--- src/rtl/nexys_starship_pkg.sv ---
// Shared encodings for the starship monster controller:
// side indices, slot and game state codes, kill popcount.
package nexys_starship_pkg;

   localparam int SIDE_TOP   = 3;
   localparam int SIDE_BTM   = 2;
   localparam int SIDE_LEFT  = 1;
   localparam int SIDE_RIGHT = 0;

   localparam logic [1:0] SLOT_EMPTY = 2'd0;
   localparam logic [1:0] SLOT_ALIVE = 2'd1;
   localparam logic [1:0] SLOT_COOL  = 2'd2;

   localparam logic [1:0] GAME_IDLE = 2'd0;
   localparam logic [1:0] GAME_PLAY = 2'd1;
   localparam logic [1:0] GAME_OVER = 2'd2;

   function automatic logic [2:0] popcnt4(input logic [3:0] v);
      return {2'b00, v[0]} + {2'b00, v[1]} +
             {2'b00, v[2]} + {2'b00, v[3]};
   endfunction

endpackage

--- src/rtl/nexys_starship_monster_slot.sv ---
// One monster slot: EMPTY/ALIVE/COOL FSM with a tick counter.
// Kill and expire are same-cycle events consumed by the top level.
module nexys_starship_monster_slot
   import nexys_starship_pkg::*;
#(
   parameter int LIFE_TICKS     = 8,
   parameter int COOLDOWN_TICKS = 3,
   parameter int CNT_W          = 4
) (
   input  logic i_clk,
   input  logic i_rst_n,
   input  logic i_clr,
   input  logic i_play,
   input  logic i_tick,
   input  logic i_spawn,
   input  logic i_shoot,
   output logic o_active,
   output logic o_kill,
   output logic o_expire
);

   localparam logic [CNT_W-1:0] LIFE = CNT_W'(LIFE_TICKS);
   localparam logic [CNT_W-1:0] COOL = CNT_W'(COOLDOWN_TICKS);
   localparam logic [CNT_W-1:0] ONE  = CNT_W'(1);

   logic [1:0]       r_state;
   logic [CNT_W-1:0] r_cnt;
   logic             w_alive;

   assign w_alive  = (r_state == SLOT_ALIVE);
   assign o_active = w_alive;
   // A shot always beats an expiring tick in the same cycle.
   assign o_kill   = i_play & w_alive & i_shoot;
   assign o_expire = i_play & w_alive & ~i_shoot &
                     i_tick & (r_cnt == ONE);

   // Slot FSM; frozen outside PLAY so the killer stays on screen.
   always_ff @(posedge i_clk or negedge i_rst_n) begin
      if (!i_rst_n) begin
         r_state <= SLOT_EMPTY;
         r_cnt   <= '0;
      end else if (i_clr) begin
         r_state <= SLOT_EMPTY;
         r_cnt   <= '0;
      end else if (i_play) begin
         unique case (r_state)
            SLOT_EMPTY: begin
               if (i_spawn) begin
                  r_state <= SLOT_ALIVE;
                  r_cnt   <= LIFE;
               end
            end
            SLOT_ALIVE: begin
               if (i_shoot) begin
                  r_state <= (COOL == '0) ? SLOT_EMPTY
                                          : SLOT_COOL;
                  r_cnt   <= COOL;
               end else if (i_tick) begin
                  r_cnt <= r_cnt - ONE;
               end
            end
            SLOT_COOL: begin
               if (i_tick) begin
                  if (r_cnt <= ONE) begin
                     r_state <= SLOT_EMPTY;
                     r_cnt   <= '0;
                  end else begin
                     r_cnt <= r_cnt - ONE;
                  end
               end
            end
            default: begin
               r_state <= SLOT_EMPTY;
               r_cnt   <= '0;
            end
         endcase
      end
   end

endmodule

--- src/rtl/nexys_starship_monster_ctrl.sv ---
// Monster controller top: four slots, game FSM,
// registered kill pulses and saturating score.
module nexys_starship_monster_ctrl
   import nexys_starship_pkg::*;
#(
   parameter int LIFE_TICKS     = 8,
   parameter int COOLDOWN_TICKS = 3,
   parameter int CNT_W          = 4,
   parameter int SCORE_W        = 8
) (
   input  logic               Clk,
   input  logic               Reset,
   input  logic               start,
   input  logic               tick,
   input  logic [3:0]         spawn_req,
   input  logic [3:0]         shoot,
   output logic [3:0]         monster_active,
   output logic [3:0]         kill_pulse,
   output logic [SCORE_W-1:0] score,
   output logic               playing,
   output logic               game_over
);

   localparam int SW = SCORE_W + 3;
   localparam logic [SW-1:0] SMAX = SW'((2**SCORE_W) - 1);
   localparam int SIDES [4] =
      '{SIDE_RIGHT, SIDE_LEFT, SIDE_BTM, SIDE_TOP};

   logic [1:0]         r_game;
   logic [3:0]         r_kill;
   logic [SCORE_W-1:0] r_score;
   logic               w_play;
   logic [3:0]         w_active;
   logic [3:0]         w_kill;
   logic [3:0]         w_expire;
   logic [SW-1:0]      w_sum;
   logic [SCORE_W-1:0] w_score_nxt;

   assign w_play = (r_game == GAME_PLAY);

   for (genvar g = 0; g < 4; g++) begin : g_slot
      nexys_starship_monster_slot #(
         .LIFE_TICKS     (LIFE_TICKS),
         .COOLDOWN_TICKS (COOLDOWN_TICKS),
         .CNT_W          (CNT_W)
      ) u_slot (
         .i_clk    (Clk),
         .i_rst_n  (Reset),
         .i_clr    (start),
         .i_play   (w_play),
         .i_tick   (tick),
         .i_spawn  (spawn_req[SIDES[g]]),
         .i_shoot  (shoot[SIDES[g]]),
         .o_active (w_active[SIDES[g]]),
         .o_kill   (w_kill[SIDES[g]]),
         .o_expire (w_expire[SIDES[g]])
      );
   end

   assign w_sum = {3'b000, r_score} + SW'(popcnt4(w_kill));
   assign w_score_nxt = (w_sum > SMAX) ? SMAX[SCORE_W-1:0]
                                       : w_sum[SCORE_W-1:0];

   // Game FSM; kills in the expiring cycle still score.
   always_ff @(posedge Clk or negedge Reset) begin
      if (!Reset) begin
         r_game  <= GAME_IDLE;
         r_kill  <= '0;
         r_score <= '0;
      end else if (start) begin
         r_game  <= GAME_PLAY;
         r_kill  <= '0;
         r_score <= '0;
      end else begin
         r_kill  <= w_kill;
         r_score <= w_score_nxt;
         if (w_play && (|w_expire))
            r_game <= GAME_OVER;
      end
   end

   assign monster_active = w_active;
   assign kill_pulse     = r_kill;
   assign score          = r_score;
   assign playing        = (r_game == GAME_PLAY);
   assign game_over      = (r_game == GAME_OVER);

endmodule

--- config.mk ---
export PLATFORM = sky130hd
export DESIGN_NAME = nexys_starship_monster_ctrl
export DESIGN_NICKNAME = d
export VERILOG_FILES = /design/src/rtl/nexys_starship_pkg.sv /design/src/rtl/nexys_starship_monster_slot.sv /design/src/rtl/nexys_starship_monster_ctrl.sv
export SDC_FILE = /design/constraint.sdc
export NUM_CORES = 1
export LEC_CHECK = 0
export ABC_AREA = 1
export BUFFER_PORTS_ARGS = -buffer_cell sky130_fd_sc_hd__buf_2
export CELL_PAD_IN_SITES_DETAIL_PLACEMENT = 0
export CELL_PAD_IN_SITES_GLOBAL_PLACEMENT = 1
export CORE_AREA = 8 8 83 85
export DETAILED_ROUTE_END_ITERATION = 8
export DIE_AREA = 0 0 91 93
export GPL_ROUTABILITY_DRIVEN = 0
export PLACE_DENSITY_LB_ADDON = 0.15
export RECOVER_POWER = 100
export SLEW_MARGIN = 15
export SYNTH_ARGS = -nofsm -noshare
export SYNTH_HDL_FRONTEND = slang
export SYNTH_SLANG_ARGS = --single-unit
--- constraint.sdc ---
create_clock -name Clk -period 4.08 [get_ports Clk]
set_input_delay 0.816 -clock Clk [delete_from_list [all_inputs] [get_ports Clk]]
set_output_delay 0.816 -clock Clk [all_outputs]
set_load 0.1 [all_outputs]
==> flow_metrics.py, run 1 <==
metrics = {
    "cts": {
        "cts_setup_buffers": 0,
        "post_cts.resized_instances": 0,
        "cts_buffer_depth": 2,
        "clkSlewWorstSetupHoldPaths_ns": 0.09,
        "clk_root_buffer_cell": "clkbuf_8",
        "cts-hold-fix-buffers": 0,
        "cts_num_sinks": 38,
        "tritoncts": "done",
        "clock_latency_ns": 0.29,
        "tritoncts.num_buffers": 5,
        "h-tree-depth": 2,
    },
    "yosys": {
        "synth_edf_count": 0,
        "yosysSeqAreaShare_pct": 38.8,
        "syn_inst": 354,
        "yosys_warnings": 0,
        "synth_top_cell_area_share_pct": 38.8,
        "synth_top_cells_by_area": "dfrtp_1, nand2_1, nor2_1, inv_1, ha_1",
        "synth_seq_cells": 38,
        "synth.cell_area_sq_um": 2450,
        "synth_most_common_cell": "nand2_1",
        "synthDistinctLibCells": 25,
        "dominantRegCellSynth": "dfrtp_1",
        "async_reset_ff_share_pct": 100,
        "synth.top_cells.by_count": "nand2_1, nor2_1, inv_1, dfrtp_1, nand3_1",
        "postSynthNetCount": 378,
        "synth_area_per_cell_sq_um": 6.92,
        "post-synth-top-area-cell": "dfrtp_1",
    },
    "cells_and_area": {
        "syn2layout_area_growth_pct": 11.5,
        "antenna_cells_inserted": 0,
        "final.fill_count": 632,
        "nets": 407,
        "layout.cells.non_filler": 459,
        "drive_above_1_share_pct": 4.69,
    },
    "sta": {
        "post-route-period-util_pct": 78.3,
        "final_hold_violating_endpoints": 0,
        "worst_pin_slew_ns": 2.07,
        "setup-violations-final": 0,
        "timing.final.max_slew_violations": 39,
        "worst_path_setup_slack_after_routing_ns": 0.887,
        "setup_total_neg_slack_ns": 0,
        "achievable-frequency_mhz": 313,
        "max_slew_margin_pct": -37.8,
        "min_period_ns": 3.19,
        "rsz0062_at_grt": "false",
        "clock-skew-final_ns": 0.0140,
    },
    "die": {
        "fp.dieArea_sq_um": 8460,
        "floorplan.core_area_sq_um": 5680,
        "floorplan.initialDensity_pct": 43.2,
        "io-pin-count": 30,
        "fp.dieH_um": 93,
        "placement_row_count": 28,
        "fp.dieW_um": 91,
    },
    "min_path": {
        "min_path_type": "flop to flop",
    },
    "worst_setup_path": {
        "critical_path_buf_inv_count": 2,
        "worstReg2RegEnd": "score[3]$_DFF_PN0_",
        "cp_slowest_stage_delay_ns": 0.78,
        "cp.arrival_ns": 3.32,
        "cp_common_cell": "nand2_1",
        "reg2reg_depth": 15,
        "cell_type_of_the_slowest_stage_on_the_worst_timing_path": "clkbuf_1",
        "cp-end-kind": "flop",
        "critical_path.endpoint": "g_slot[3].u_slot.r_state[1]$_DFFE_PN0P_",
        "timing.critical_path.from_type": "input pin",
        "crit_fanout": 24,
        "worstReg2RegStart": "g_slot[0].u_slot.r_state[0]$_DFFE_PN0P_",
        "timing.setup.critical_path_class": "input pin to flop",
        "timing.critical_path.required_ns": 4.21,
        "cp_cell_sequence": "clkbuf_1 -> inv_1 -> nand2_1 -> nand2_1 -> nor2_1 -> nand2_1 -> nand2_1 -> o21ai_0",
        "critical-path-top-delay-family": "buffers and inverters",
        "cp_num_cells": 8,
        "cp-startpoint": "start",
        "reg2reg_setup_slack_ns": 1.12,
    },
    "routing": {
        "total_via_count_after_detailed_routing": 2215,
        "route.antenna.remaining_nets": 0,
        "postRouteWirelength_um": 5690,
        "detail_route.first_pass.iterations": 4,
        "routedWlPerCell_um": 12.4,
        "viasPerCell": 4.83,
        "drc": 0,
        "initialDrtViolationCount": 152,
    },
    "power_and_ir_drop": {
        "power.leakage_nw": 1.47,
        "worst_ir_drop_vdd_v": 0.000304,
        "cellPowerDensity_nw_per_um2": 731,
    },
    "grt": {
        "grt_util_all_layers_pct": 14.5,
        "global_route_wire_length_before_repair_um": 10100,
        "antenna_found_initial": 0,
        "vias_in_the_first_global_route": 2246,
        "grt_overflow_total": 0,
        "largest_net_degree_at_the_start_of_global_routing": 39,
    },
    "placed_design": {
        "dpl.hpwl_um": 4260,
        "pre_cts_ws_ns": 0.831,
        "io_buffers": 29,
        "numPlacedInstances": 451,
    },
    "status": {
        "failed_checks": "capacitance limit, slew limit",
        "run_status": "complete, but fails checks",
    },
    "flow_run": {
        "maxCapViolations": 1,
    },
}
## power breakdown
part / total [mW] / switching [mW] / internal (mW)
Combinational: 1.02 / 0.744 / 0.280
Sequential: 0.586 / 0.103 / 0.483
Clock: 0.388 / 0.143 / 0.245
## layer usage
metal	track usage (%)	share of wire (%)	vias to the layer above
met1	17.4	48	1025
met2	24.8	48	25
li1	-	-	1163
met3	4.17	3.6	2
met5	0	0	-
met4	4.37	0.56	0
## worst min path at each step
stage | cells past startpoint | slack (ns) | to | startpoint
final | 2 | 0.51 | r_game[0]$_DFFE_PN0P_ | r_game[0]$_DFFE_PN0P_
after global routing | 2 | 0.54 | g_slot[0].u_slot.r_cnt[1]$_DFFE_PN0P_ | g_slot[0].u_slot.r_cnt[1]$_DFFE_PN0P_
after detailed placement | 2 | 0.49 | r_game[0]$_DFFE_PN0P_ | r_game[0]$_DFFE_PN0P_
after CTS | 2 | 0.51 | r_game[0]$_DFFE_PN0P_ | r_game[0]$_DFFE_PN0P_
after floorplan | 2 | 0.45 | g_slot[0].u_slot.r_cnt[1]$_DFFE_PN0P_ | g_slot[0].u_slot.r_cnt[1]$_DFFE_PN0P_
after global placement | 2 | 0.48 | g_slot[0].u_slot.r_cnt[1]$_DFFE_PN0P_ | g_slot[0].u_slot.r_cnt[1]$_DFFE_PN0P_
## metrics by stage
step / cell area (sq um) / utilization, % / hold slack, ns / total power [mW]
final: 2730 / 48.1 / 0.513 / 2.00
after global routing: 2730 / 48.1 / 0.539 / 2.20
after CTS: 2780 / 49.0 / 0.513 / 2.04
after detailed placement: 2650 / 46.6 / 0.492 / 1.64
after global placement: 2650 / 46.6 / 0.480 / 1.64
after floorplan: 2450 / - / 0.453 / 1.45
## state kept, by name, indices dropped and copies added (netlist names)
register,count
score,8
r_game,2
g_slot.u_slot.r_cnt,16
kill_pulse,4
g_slot.u_slot.r_state,8
## kinds of logic (layout without fill, tap and decap cells)
logic type | count (synthesis) | in the layout | synth area share (%)
compound gates | 38 | 38 | 8.27
xor+xnor | 5 | 5 | 1.79
fa+ha+maj | 12 | 12 | 7.04
buf+inv | 53 | 83 | 8.88
flops | 38 | 38 | 38.8
simple gates | 208 | 208 | 35.2
## worst reg2reg max path, delay by kind of cell, from the launching register on
family	cells	cell delay, ns
buffers and inverters	5	0.31
flip-flops	1	0.41
AO/OA/AOI/OAI	1	0.15
adder cells (fa/ha/maj)	3	1.15
AND/OR/NAND/NOR	6	0.85
## cell usage in the layout (no fill, tap or decap), drive strengths merged
master / Yosys / layout
nand2: 122 / 122
nor2: 53 / 53
inv: 46 / 46
dfrtp: 38 / 38
clkbuf: 2 / 26
nand3: 23 / 23
o21ai: 22 / 22
a21oi: 9 / 9
ha: 9 / 9
nand4: 8 / 8
buf: 5 / 8
xnor2: 3 / 3
o21bai: 3 / 3
o22ai: 3 / 3
fa: 3 / 3
nor3: 2 / 2
xor2: 2 / 2
bufinv: 0 / 2
a31oi: 1 / 1
clkinv: 0 / 1
## final cells by class
class / count / area, sq um / share of cell area, %
Multi-Input combinational cell: 263 / 1260 / 46.1
Sequential cell: 38 / 951 / 34.8
Inverter: 46 / 173 / 6.32
Timing Repair Buffer: 29 / 119 / 4.35
Tap cell: 75 / 93.8 / 3.43
Clock buffer: 5 / 68.8 / 2.52
Clock inverter: 3 / 68.8 / 2.52
(Power assumes the default switching activity.)
==> run 2, diff against run 1 <==
ABC_AREA = 0   (was 1)
CORE_AREA = 8 8 85 87   (was 8 8 83 85)
DIE_AREA = 0 0 93 95   (was 0 0 91 93)
clock period = 3 ns   (was 4.08 ns; I/O delays follow)
==> run 2 against run 1 <==
The run still ends with capacitance limit, slew limit left. Worst setup slack worse by 0.72 ns. Die area up 4.4%. Global-route usage up 0.11 points. Utilization down 0.15 points. Flip-flop and latch count unchanged. Highest routed layer unchanged. Clock skew down 0.0024 ns. Critical path type is now flop to flop. First-iteration DRC count down 52%.
==> flow_metrics.py, run 2 <==
metrics = {
    "placed_design": {
        "numPlacedInstances": 382,
        "placed_cell_area_sq_um": 2730,
        "dpl.hpwl_um": 4280,
        "io_buffers": 29,
    },
    "worst_setup_path": {
        "cp-end-kind": "flop",
        "worstReg2RegStart": "g_slot[2].u_slot.r_state[1]$_DFFE_PN0P_",
        "timing.critical_path.from_type": "flop",
        "crit_fanout": 4,
        "reg2reg_depth": 13,
        "worstReg2RegEnd": "score[6]$_DFF_PN0_",
        "cp-startpoint": "g_slot[2].u_slot.r_state[1]$_DFFE_PN0P_",
        "critical_path.endpoint": "score[6]$_DFF_PN0_",
        "timing.setup.critical_path_class": "flop to flop",
        "timing.critical_path.required_ns": 3.20,
        "reg2reg_setup_slack_ns": 0.17,
        "cp.arrival_ns": 3.04,
    },
    "die": {
        "fp.dieArea_sq_um": 8840,
        "floorplan.initialDensity_pct": 42.7,
        "fp.dieW_um": 93,
        "fp.dieH_um": 95,
        "floorplan.core_area_sq_um": 5820,
        "placement_row_count": 28,
        "io-pin-count": 30,
    },
    "cts": {
        "clock_latency_ns": 0.29,
        "cts_num_sinks": 38,
        "cts_buffer_depth": 2,
        "h-tree-depth": 2,
        "clkSlewWorstSetupHoldPaths_ns": 0.08,
        "tritoncts.num_buffers": 5,
        "tritoncts": "done",
        "cts_setup_buffers": 0,
        "clk_root_buffer_cell": "clkbuf_8",
    },
    "yosys": {
        "synth_top_cell_area_share_pct": 38.2,
        "dominantRegCellSynth": "dfrtp_1",
        "synth_edf_count": 0,
        "synth_top_cells_by_area": "dfrtp_1, a21oi_1, nor2_1, ha_1, inv_1",
        "post-synth-top-area-cell": "dfrtp_1",
        "synthDistinctLibCells": 59,
        "syn_inst": 281,
        "postSynthNetCount": 305,
        "yosysSeqAreaShare_pct": 38.2,
        "synth.cell_area_sq_um": 2490,
        "synth_area_per_cell_sq_um": 8.85,
        "synth_seq_cells": 38,
        "yosys_warnings": 0,
        "async_reset_ff_share_pct": 100,
        "synth.top_cells.by_count": "dfrtp_1, a21oi_1, nor2_1, inv_1, o21ai_0",
        "synth_most_common_cell": "dfrtp_1",
    },
    "grt": {
        "grtUsageMet2_pct": 23.7,
        "global_route.usage.met3_pct": 3.73,
        "gr-max-usage-layer": "met2",
        "largest_net_degree_at_the_start_of_global_routing": 42,
        "met1_grt_util_pct": 18.7,
        "vias_in_the_first_global_route": 2176,
        "antenna_found_initial": 0,
        "grt_util_all_layers_pct": 14.7,
        "grt_overflow_total": 0,
        "global_route_wire_length_before_repair_um": 10500,
    },
    "sta": {
        "clock-skew-final_ns": 0.0116,
        "setup_total_neg_slack_ns": 0,
        "timing.final.max_slew_violations": 39,
        "setup-violations-final": 0,
        "min_period_ns": 2.83,
        "max_slew_margin_pct": -43.9,
        "post-route-period-util_pct": 94.5,
        "final_hold_violating_endpoints": 0,
        "achievable-frequency_mhz": 353,
        "worst_pin_slew_ns": 2.16,
    },
    "routing": {
        "initialDrtViolationCount": 73,
        "total_via_count_after_detailed_routing": 2158,
        "detail_route.first_pass.iterations": 4,
        "routedWlPerCell_um": 15.8,
        "route.antenna.remaining_nets": 0,
        "viasPerCell": 5.53,
        "postRouteWirelength_um": 6150,
        "drc": 0,
    },
    "flow_run": {
        "maxCapViolations": 1,
    },
    "cells_and_area": {
        "layout.cells.non_filler": 390,
        "nets": 338,
        "most_common_cell_after_layout_fill_and_taps_aside": "dfrtp_1",
        "largest_register_ffs": 16,
        "syn2layout_area_growth_pct": 12.3,
        "drive_above_1_share_pct": 13.7,
        "fin_area_sq_um": 2790,
        "utilization_pct": 48.0,
        "largest_register": "g_slot.u_slot.r_cnt",
        "final_cell_mix": "dfrtp_1, nor2_1, a21oi_1",
        "antenna_cells_inserted": 0,
    },
    "min_path": {
        "min_delay_path_depth": 1,
        "min_path_type": "flop to flop",
    },
    "power_and_ir_drop": {
        "cellPowerDensity_nw_per_um2": 679,
        "worst_ir_drop_vdd_v": 0.000458,
        "power.leakage_nw": 1.24,
    },
    "status": {
        "failed_checks": "capacitance limit, slew limit",
        "run_status": "complete, but fails checks",
    },
}
-- run 2: cell types whose count changed in the layout (fill, tap and decap cells not counted), sizes merged, moves of 10 or more --
cell | before | now
nand2 | 122 | 13
a21oi | 9 | 34
inv | 46 | 26
nor2 | 53 | 33
nand3 | 23 | 5
buf | 8 | 21
nor3 | 2 | 12
-- run 2: worst min-delay path by stage --
stage	start	slack (ns)	endpoint
2_1_floorplan	Reset	0.30	g_slot[0].u_slot.r_cnt[0]$_DFFE_PN0P_
3_3_place_gp	r_game[1]$_DFFE_PN0P_	0.49	r_game[0]$_DFFE_PN0P_
3_5_place_dp	r_game[1]$_DFFE_PN0P_	0.51	r_game[0]$_DFFE_PN0P_
4_1_cts	Reset	0.47	kill_pulse[2]$_DFF_PN0_
5_1_grt	r_game[1]$_DFFE_PN0P_	0.56	r_game[0]$_DFFE_PN0P_
6_report	r_game[1]$_DFFE_PN0P_	0.52	r_game[0]$_DFFE_PN0P_
-- run 2: report_power, final --
part / switching [mW] / total, mW / internal, mW
clock: 0.187 / 0.373 / 0.186
sequential: 0.0873 / 0.676 / 0.589
combinational: 0.579 / 0.848 / 0.269
-- run 2: metrics by stage --
step / setup slack [ns] / power, mW / hold slack, ns
finish: 0.166 / 1.90 / 0.522
global route: -0.0166 / 2.04 / 0.555
CTS: 0.0539 / 1.94 / 0.468
detailed placement: -0.0419 / 1.55 / 0.510
global placement: -0.000335 / 1.55 / 0.494
floorplan: 0.00996 / 1.38 / 0.304
-- run 2: cell type report --
type,instances,area [sq um]
fill,599,3020
multi-input combinational,201,1340
sequential,38,952
timing repair buffer,41,206
inverter,27,106
tap,75,93.8
clock buffer,7,86.3
clock inverter,1,5.00
-- run 2: cell families after synthesis --
group / share of synthesized area, %
and+or+nand+nor: 18.7
AOI/OAI and AO/OA: 25.0
buffers and inverters: 7.75
DFF: 38.2
adders and majority gates: 6.95
muxes: 2.01
xor gates and xnor gates: 1.41
-- run 2: layer usage --
| metal | wire length, um | vias up |
|---|---|---|
| met3 | 201 | 4 |
| li1 | - | 1071 |
| met1 | 3030 | 1056 |
| met2 | 2850 | 27 |
| met4 | 63 | 0 |
| met5 | 0 | - |
-- run 2: critical path, stage by stage (launching register included) --
cell and delay (ns):
dfrtp_1 0.39, nand2b_4 0.16, inv_1 0.08, nand2_1 0.07
inv_1 0.07, nand2_1 0.08, fa_1 0.52, fa_1 0.19
inv_1 0.05, fa_1 0.37, and3_1 0.20, and3_1 0.23
and3b_1 0.18, nor3_1 0.15
-- run 2: repair_timing --
action	in CTS	in global routing
hold buffers	0	0
setup endpoints to repair	0	7
gates resized for setup	0	4
endpoints found under the hold margin	0	0
